File: src/rtl/cache_arbiter.sv
// Round-robin arbiter sharing one cacheline adaptor between the I-cache
// and D-cache; one line transaction in flight at a time.
module cache_arbiter #(
    parameter int ADDR_W = 32,
    parameter int LINE_W = 256
) (
    input  logic              clk,
    input  logic              reset_n,
    input  logic              i_read_i,
    input  logic [ADDR_W-1:0] i_address_i,
    output logic [LINE_W-1:0] i_line_o,
    output logic              i_resp_o,
    input  logic              d_read_i,
    input  logic              d_write_i,
    input  logic [ADDR_W-1:0] d_address_i,
    input  logic [LINE_W-1:0] d_line_i,
    output logic [LINE_W-1:0] d_line_o,
    output logic              d_resp_o,
    output logic              mem_read_o,
    output logic              mem_write_o,
    output logic [ADDR_W-1:0] mem_address_o,
    output logic [LINE_W-1:0] mem_line_o,
    input  logic [LINE_W-1:0] mem_line_i,
    input  logic              mem_resp_i
);

    typedef enum logic [1:0] {
        IDLE,
        SERVE_I,
        SERVE_D
    } state_t;

    localparam logic [ADDR_W-1:0] ALIGN = ~ADDR_W'(LINE_W / 8 - 1);

    state_t            state_q, state_d;
    logic              last_d_q, last_d_d;
    logic [ADDR_W-1:0] addr_q, addr_d;
    logic              wr_q, wr_d;
    logic [LINE_W-1:0] wline_q, wline_d;

    logic i_pend;
    logic d_pend;

    always_ff @(posedge clk or negedge reset_n) begin
        if (!reset_n) begin
            state_q  <= IDLE;
            last_d_q <= 1'b0;
            addr_q   <= '0;
            wr_q     <= 1'b0;
            wline_q  <= '0;
        end else begin
            state_q  <= state_d;
            last_d_q <= last_d_d;
            addr_q   <= addr_d;
            wr_q     <= wr_d;
            wline_q  <= wline_d;
        end
    end

    always_comb begin
        state_d       = state_q;
        last_d_d      = last_d_q;
        addr_d        = addr_q;
        wr_d          = wr_q;
        wline_d       = wline_q;
        i_pend        = i_read_i;
        // read and write together is malformed; treat D as idle
        d_pend        = d_read_i ^ d_write_i;
        mem_read_o    = 1'b0;
        mem_write_o   = 1'b0;
        mem_address_o = '0;
        mem_line_o    = '0;
        i_resp_o      = 1'b0;
        i_line_o      = '0;
        d_resp_o      = 1'b0;
        d_line_o      = '0;

        unique case (state_q)
            IDLE: begin
                if (d_pend && (!i_pend || !last_d_q)) begin
                    state_d  = SERVE_D;
                    last_d_d = 1'b1;
                    addr_d   = d_address_i;
                    wr_d     = d_write_i;
                    wline_d  = d_write_i ? d_line_i : '0;
                end else if (i_pend) begin
                    state_d  = SERVE_I;
                    last_d_d = 1'b0;
                    addr_d   = i_address_i;
                    wr_d     = 1'b0;
                    wline_d  = '0;
                end
            end
            SERVE_I, SERVE_D: begin
                mem_read_o    = !wr_q;
                mem_write_o   = wr_q;
                mem_address_o = addr_q & ALIGN;
                mem_line_o    = wr_q ? wline_q : '0;
                if (mem_resp_i) begin
                    state_d = IDLE;
                    if (state_q == SERVE_I) begin
                        i_resp_o = 1'b1;
                        i_line_o = wr_q ? '0 : mem_line_i;
                    end else begin
                        d_resp_o = 1'b1;
                        d_line_o = wr_q ? '0 : mem_line_i;
                    end
                end
            end
            default: state_d = IDLE;
        endcase
    end

endmodule

File: config.mk
export PLATFORM = sky130hd
export DESIGN_NAME = cache_arbiter
export DESIGN_NICKNAME = d
export VERILOG_FILES = /design/src/rtl/cache_arbiter.sv
export SDC_FILE = /design/constraint.sdc
export NUM_CORES = 1
export LEC_CHECK = 0
export CORE_AREA = 3 3 545 547
export DETAILED_ROUTE_END_ITERATION = 6
export DIE_AREA = 0 0 548 550
export GPL_TIMING_DRIVEN = 0
export PLACE_DENSITY = 0.3
export SYNTH_ARGS = -nofsm -noshare
export SYNTH_HDL_FRONTEND = slang
export SYNTH_SLANG_ARGS = --single-unit
File: constraint.sdc
create_clock -name clk -period 2.6 [get_ports clk]
set_clock_uncertainty 0.05 [all_clocks]
set_input_delay 0.52 -clock clk [delete_from_list [all_inputs] [get_ports clk]]
set_output_delay 0.52 -clock clk [all_outputs]
set_load 0.03 [all_outputs]
# After elaboration in Yosys (flattened, before gate mapping)

Index checks and enable logic that the tools add are counted.

Equality and inequality tests: 4
Mux-type cells: 30
Bitwise gates (word level): 1
Reductions and logical operators: 10

Operators with widths:

| kind               | number |
|---|---|
| $mux 256           | 12 |
| $mux 32            | 3 |
| $mux 1             | 11 |
| $mux 2             | 3 |
| $pmux 2 s2         | 1 |
| $reduce_and 2->1   | 2 |
| $logic_not 1->1    | 3 |
| $ne 3x3->1 const B | 1 |
| $eq 2x1->1 const B | 1 |
| $eq 2x2->1 const B | 1 |
| $logic_not 2->1    | 1 |
| $ne 2x2->1 const B | 1 |
| $reduce_bool 2->1  | 1 |
| $reduce_or 2->1    | 1 |
| $logic_and 1x1->1  | 1 |
| $logic_or 1x1->1   | 1 |
| $xor 1x1->1        | 1 |

Bits in registers: 292
Input port bits: 582
Output and inout port bits: 804

# Longest topological paths before layout

Gate-level depths: netlist (run 1).

Depth in word-level cells: 5
Depth in mapped cells: 9
Depth with buffers taken out: 5

# Worst setup path before layout (run 1)

OpenSTA, ideal clock, no wires.

Path type: register to output
Start: register state_q[0]
End: output d_line_o[213]
Data arrival time: 2,086 ps
Required time: 2,030 ps
Slack: -56 ps
Stages on the path, launching flop included: 10
Path through: dfrtp_1 inv_1 ha_1 buf_2 nand2_1 or2_2 clkbuf_1 clkbuf_1 buf_1 nor2_1

Cells in the longest elaborated chain, start to end: 4
Elaborated cells between the ends (all ways): 6
Those cells by class: 2 x eq/ne; 3 x mux; 1 x reduce/logical

RTL lines:

| item                   | line    | text |
|---|---|---|
| from (decl)            | 35      | `state_t state_q, state_d;` |
| from (signal assigned) | 52      | `state_q <= state_d;` |
| $eq 2x1->1             | 78, 101 |  |
| $mux 256               | 101     | `if (state_q == SERVE_I) begin` |
| $mux 256               | 99      | `if (mem_resp_i) begin` |
| $mux 256 (*)           | 78      | `unique case (state_q)` |
| to (decl)              | 17      | `output logic [LINE_W-1:0] d_line_o,` |

Every way passes the cells marked *; elsewhere a longest branch is shown, timed or not.

# Final worst setup path (run 1)

Start: register state_q[0]
End: output d_line_o[151]

The elaborated chain is that of the path after synthesis.

==> results of run 1 <==
-- power groups by stage --
| stage | clock network [mW] | registers, mW | logic, mW |
|---|---|---|---|
| final | 5.76 | 6.91 | 23.6 |
| after detailed placement | 0 | 6.91 | 22.0 |
| after global placement | 0 | 6.98 | 21.9 |
| after floorplan | 0 | 6.50 | 10.2 |
| after global routing | 6.16 | 7.07 | 25.0 |
| after CTS | 6.09 | 6.90 | 23.1 |
-- worst max-delay path, cell delays in order, from the launching register on --
cell and delay (ns):
dfrtp_1 0.36, inv_2 0.06, ha_4 0.27, buf_12 0.15
nand2_2 0.06, or2_4 0.24, buf_12 0.15, clkbuf_16 0.21
clkbuf_16 0.19, nor2_4 0.22, buf_6 0.17
-- worst max-delay path by stage --
stage                          start            end
final                     state_q[0]  d_line_o[151]
after global routing      state_q[0]  d_line_o[151]
after CTS                 state_q[0]   i_line_o[85]
after detailed placement  state_q[0]  i_line_o[133]
after global placement       reset_n     addr_q[15]
after floorplan           state_q[0]  d_line_o[213]
-- layout make-up --
cell class / count / share of cell area, %
Clock inverter: 19 / 0.586
Buffer: 215 / 4.97
Timing Repair Buffer: 1404 / 35.1
Antenna cell: 11 / 0.0725
Multi-Input combinational cell: 1392 / 24.6
Sequential cell: 287 / 18.9
Clock buffer: 49 / 2.80
Tap cell: 3919 / 12.9
Inverter: 4 / 0.0395
-- metrics by stage --
step           total power [mW]  hold slack (ns)
6_report                   36.3            0.360
5_1_grt                    38.2            0.348
4_1_cts                    36.1            0.297
3_5_place_dp               28.9            0.381
3_3_place_gp               28.9            0.430
2_1_floorplan              16.7            0.174
-- what timing repair did --
item,CTS,global route
gates cloned,6,3
buffers inserted,11,6
pin swaps,20,21
hold endpoints to repair,35,0
hold buffers,1,0
resized for setup,3002,639
setup endpoints to repair,1018,925
-- cell usage after synthesis --
cell type  instances  area, sq um
a211oi_1           1         7.51
a21bo_1            1         10.0
a21bo_2            1         10.0
a21boi_2           1         11.3
a21o_1             1         7.51
a21oi_1            2         10.0
a22o_1           256         2240
and2_1            29          181
and3_1           256         1600
buf_1              4         15.0
buf_2             43          215
buf_4             19          143
clkbuf_1         152          571
conb_1             1         3.75
dfrtp_1          287         7180
ha_1               3         37.5
inv_1              4         15.0
nand2_1            3         11.3
nand2b_1         256         1600
nand4b_1           1         8.76
nor2_1           512         1920
nor2b_1            2         12.5
nor3_1             1         5.00
nor3b_2            1         12.5
o21ai_0            1         5.00
o21bai_2           1         11.3
o221a_2           26          293
o22ai_1            2         12.5
o2bb2ai_1          1         8.76
o32ai_1            1         8.76
or2_2              1         6.26
or3_1             26          163
xnor2_2            1         16.3
-- registers in the layout, indices dropped and copies added, names as in the netlist --
name      cells
last_d_q      1
addr_q       27
wr_q          1
wline_q     256
state_q       2
-- cells by family (layout without fill, tap and decap cells) --
logic type,Yosys count,in the layout
AOI/OAI and AO/OA,295,295
xor gates and xnor gates,1,1
adders and majority gates,3,3
buffers and inverters,222,1691
DFF,287,287
other,1,16
and+or+nand+nor,1088,1088
-- layer usage --
| metal | wire, microns | track usage [%] |
|---|---|---|
| met1 | 85500 | 15.6 |
| met4 | 4810 | 2.90 |
| met2 | 104000 | 23.6 |
| met5 | 89 | 0 |
| met3 | 21800 | 5.69 |
==> impl_metrics.csv, run 1 <==
group,metric,value,unit
pwr,power_frac_comb,65.1,%
placed_design,place_area,35200,sq um
finish,multi_input_area,9360,sq um
critical_path,criticalPathCategory,"reg2out",
floorplanning,dieArea,301000,sq um
finish,seqCellArea,7180,sq um
synthesis,netlist_instances,1897,
clock_network,cts_buffers,39,
routing,ant_nets,0,
synthesis,synth_top_family_by_area,"simple AND/OR/NAND/NOR gates",
sta,period_minus_slack,3.31,ns
synthesis,synth.area.mux_share,0,%
sta,fin_crit_sh,127,%
sta,setup_viol,819,
critical_path,r2r_end,"wline_q[243]",
clock_network,clkLatencyLatePin,0.58,ns
finish,nNetsFinal,3928,
synthesis,avgSynthCellArea,8.62,sq um
critical_path,rr_startpoint,"state_q[0]",
global_route,gr-total-overflow,0,
clock_network,htree_levels,2,
pwr,internal_power,17.4,mW
routing,routed_via_density,2.95,
pwr,switchingPower,18.9,mW
floorplanning,io_pins,1386,
synthesis,ys_warn_count,0,
sta,fin_setup_tns,-424.27,ns
routing,vias,21500,
synthesis,ys_ff_latch,287,
clock_network,cts_root_buf,"clkbuf_16",
pwr,power_density,956,nW/um^2
pwr,leakagePower,17.4,nW
floorplanning,initial_core_util,5.58,%
sta,finalMaxSlewViolations,0,
pwr,netSwitchingFraction,52.1,%
placed_design,dp.cells,7197,
synthesis,ys_types,33,
min_path,min_path_type,"in2async",
sta,hold_viol,0,
floorplanning,die_h,550,microns
critical_path,crit_path_start_kind,"flop",
finish,drive_gt1_share,30.4,%
synthesis,synth_compound_area_share,16.1,%
clock_network,clk_pin_slew_worst_paths,0.06,ns
finish,final_common_cell,"clkdlybuf4s50_1",
flow_run,maxCapViolations,0,
routing,drtPass1Iterations,5,
finish,instances_no_fill,7300,
critical_path,path_max_fanout,7,
status,violations,"negative setup slack",
critical_path,crit_required,2.03,ns
clock_network,clock_path_buffers,3,
global_route,grt_pass1_wl,269000,microns
status,status,"finished, violations left",
synthesis,syn_area,16400,sq um
critical_path,reg2reg_depth,6,
routing,drtIter0Drc,1367,
global_route,grt.total_usage,13.6,%
synthesis,synth-xor-area-share,0.0994,%
clock_network,cts.sinks,287,
sta,fmax,0.302,GHz
floorplanning,die_w,548,microns
finish,layout_common_cells,"clkdlybuf4s50_1, nor2_1, dfrtp_1",
floorplanning,rows,199,
sta,tightest_slew,1.16,ns
placed_design,place_ws,-3.04,ns
global_route,antenna_found_initial,47,
synthesis,yosys.area_share.simple,33.8,%
routing,routedWlPerCell,29.7,microns
synthesis,ys_seq_area_share,43.9,%
finish,fin_util,13.0,%
global_route,grt_pass1_vias,23000,
pwr,power_frac_clock,15.9,%
placed_design,place_congestion,0.958,
global_route,grt_max_degree,101,
critical_path,critPathCaptureType,"output pin",
critical_path,rrSetupSlack,0.11,ns
clock_network,cts_tree,"yes",
pwr,vdd_drop_max,0.000370,V
finish,n_fill_cell,33900,
routing,drt-total-wl,217000,microns
sta,setup_ws,-0.708,ns
floorplanning,fp.coreArea,293000,sq um
routing,drc,0,
sta,rsz0062_at_grt,"yes",
placed_design,port_buffers,1370,
finish,synthToLayoutAreaGrowth,132,%
sta,slew_headroom,22.8,%
finish,final_design_area_no_fill,38000,sq um
placed_design,dpl.hpwl,189000,microns
synthesis,yosys.area_share.adder,0.229,%
critical_path,arrival,2.74,ns
pwr,seqPwrFrac,19.0,%
Note: power is estimated with default switching activity, not from simulation.
==> run 2: changes to the inputs <==
- ABC_CLOCK_PERIOD_IN_PS: not set -> 2600
==> results of run 2 <==
Same layout as run 1: the final DEF is identical, and so are final timing and power.
==> run 3: changes to the inputs <==
- SKIP_CTS_REPAIR_TIMING: not set -> 1
==> run 3 against run 2 <==
The flow still finishes with violations (negative setup slack). Combinational power down 2%. Critical path depth decreased by 4. Cell area up 1.9%. Sequential share of layout area shrank 0.35 points.
==> impl_metrics.csv, run 3 (synthesis gave the netlist of run 1 again) <==
group,metric,value,unit
status,status,"finished, violations left",
status,violations,"negative setup slack",
pwr,power_frac_clock,16.1,%
routing,drtPass1Iterations,4,
critical_path,criticalPathCategory,"reg2out",
critical_path,cp_slowest_cell,"clkdlybuf4s50_1",
sta,fin_setup_tns,-412.25,ns
pwr,fin_total_pwr,35.8,mW
clock_network,clk_pin_slew_worst_paths,0.07,ns
pwr,power_density,926,nW/um^2
critical_path,reg2reg_depth,6,
pwr,switchingPower,18.8,mW
placed_design,dpl.hpwl,189000,microns
placed_design,place_area,35200,sq um
critical_path,slowest_delay,0.71,ns
min_path,min_path_type,"in2async",
finish,seqCellArea,7180,sq um
sta,period_minus_slack,3.32,ns
critical_path,cp_num_buf_inv,4,
finish,largest_reg_flops,256,
pwr,vdd_drop_max,0.000367,V
sta,timing.hold.ws,0.355,ns
routing,ant_nets,0,
floorplanning,io_pins,1386,
global_route,grt.total_usage,13.5,%
critical_path,r2r_end,"wline_q[243]",
sta,tightest_slew,1.25,ns
critical_path,arrival,2.75,ns
critical_path,startpoint,"wr_q",
sta,fin_crit_sh,128,%
placed_design,dp.cells,7197,
sta,slew_headroom,16.8,%
finish,top_regs,"wline_q x256, addr_q x27, state_q x2",
global_route,grt_pass1_vias,22800,
sta,finalMaxSlewViolations,0,
floorplanning,initial_core_util,5.58,%
sta,fmax,0.301,GHz
finish,n_fill_cell,33700,
floorplanning,die_h,550,microns
sta,setup_viol,819,
pwr,seqPwrFrac,19.3,%
finish,instances_no_fill,7307,
global_route,antenna_found_initial,46,
pwr,leakagePower,22.6,nW
sta,setup_ws,-0.720,ns
floorplanning,rows,199,
flow_run,maxCapViolations,0,
placed_design,port_buffers,1370,
critical_path,critPathCaptureType,"output pin",
pwr,netSwitchingFraction,52.4,%
global_route,gr-total-overflow,0,
routing,drt-total-wl,216000,microns
clock_network,clock_path_buffers,3,
clock_network,htree_levels,2,
routing,drc,0,
clock_network,cts_root_buf,"clkbuf_16",
clock_network,cts.sinks,287,
floorplanning,fp.coreArea,293000,sq um
finish,multi_input_area,9380,sq um
pwr,internal_power,17.0,mW
floorplanning,dieArea,301000,sq um
global_route,grt_pass1_wl,265000,microns
finish,final_common_cell,"clkdlybuf4s50_1",
critical_path,rr_startpoint,"state_q[0]",
routing,vias,21600,
routing,routed_via_density,2.95,
critical_path,critPathTopFamily,"buffers and inverters",
critical_path,rrSetupSlack,0.02,ns
global_route,grt_max_degree,101,
routing,routedWlPerCell,29.6,microns
sta,hold_viol,0,
finish,layout_common_cells,"clkdlybuf4s50_1, nor2_1, dlymetal6s2s_1",
critical_path,crit_path_start_kind,"flop",
finish,nNetsFinal,3938,
finish,drive_gt1_share,29.0,%
finish,final_design_area_no_fill,38700,sq um
pwr,power_frac_comb,64.6,%
critical_path,crit_required,2.03,ns
finish,max_flop_register,"wline_q",
clock_network,cts_tree,"yes",
clock_network,cts_buffers,39,
critical_path,crit_chain,"buf_12 > buf_16 > clkbuf_4 > nand2b_4 > nor2_1 > clkdlybuf4s50_1",
critical_path,path_max_fanout,10,
finish,synthToLayoutAreaGrowth,137,%
placed_design,place_congestion,0.958,
clock_network,clkLatencyLatePin,0.58,ns
routing,drtIter0Drc,1263,
sta,rsz0062_at_grt,"yes",
floorplanning,die_w,548,microns
[run 3: cell count changes in the layout (fill, tap and decap cells not counted), moves of 10 or more]
cell,before,now
clkbuf_2,42,148
dlygate4sd2_1,284,0
nor2_1,374,363
nand2b_2,39,29
clkbuf_16,57,45
clkbuf_8,25,5
clkdlybuf4s15_1,29,0
clkdlybuf4s15_2,112,0
dlymetal6s2s_1,0,362
buf_6,104,151
clkbuf_4,51,62
nor2_4,97,112
nand2b_1,206,220
buf_2,161,109
[run 3: area by class of cell]
type	count	share of cell area, %
clock inverter	19	0.575
timing repair buffer	1413	36.8
inverter	4	0.0388
clock buffer	49	2.75
buffer	216	4.33
sequential	287	18.6
antenna	8	0.0517
multi-input combinational	1392	24.2
tap	3919	12.7
[run 3: power by group through the flow]
| stage | combinational (mW) | clock [mW] | sequential [mW] |
|---|---|---|---|
| global route | 24.5 | 6.16 | 7.07 |
| finish | 23.1 | 5.78 | 6.91 |
| detailed placement | 22.0 | 0 | 6.91 |
| global placement | 21.9 | 0 | 6.98 |
| CTS | 22.1 | 6.09 | 6.89 |
| floorplan | 10.2 | 0 | 6.50 |
[run 3: routing by layer]
metal	GRT usage, %	wire length (microns)	share of wire (%)	vias to the layer above
li1	-	-	-	9397
met1	15.4	83500	39	10800
met4	2.82	5400	2.5	14
met5	0	95	0.044	-
met2	23.3	104000	48	1205
met3	5.72	23200	11	185
[run 3: how the worst max path moves through the flow]
stage                     to  slack [ns]  cells past startpoint
6_report         i_line_o[6]       -0.72                      6
5_1_grt         i_line_o[70]       -0.86                     11
3_3_place_gp      addr_q[15]      -14.60                      1
2_1_floorplan  d_line_o[213]       -0.06                      9
4_1_cts        i_line_o[133]       -3.74                      8
3_5_place_dp   i_line_o[133]       -3.04                      8
[run 3: through the flow]
| step | worst slack, ns | util [%] |
|---|---|---|
| floorplan | -0.0564 | - |
| global placement | -14.60 | 11.9 |
| detailed placement | -3.04 | 12.0 |
| CTS | -3.74 | 12.4 |
| global route | -0.855 | 13.2 |
| finish | -0.720 | 13.2 |
[run 3: worst register-to-register path, cell delays in order (launching register included)]
cell,delay [ns]
dfrtp_1,0.36
inv_2,0.06
ha_4,0.18
a21bo_1,0.18
buf_2,0.39
clkbuf_1,1.01
a22o_1,0.29
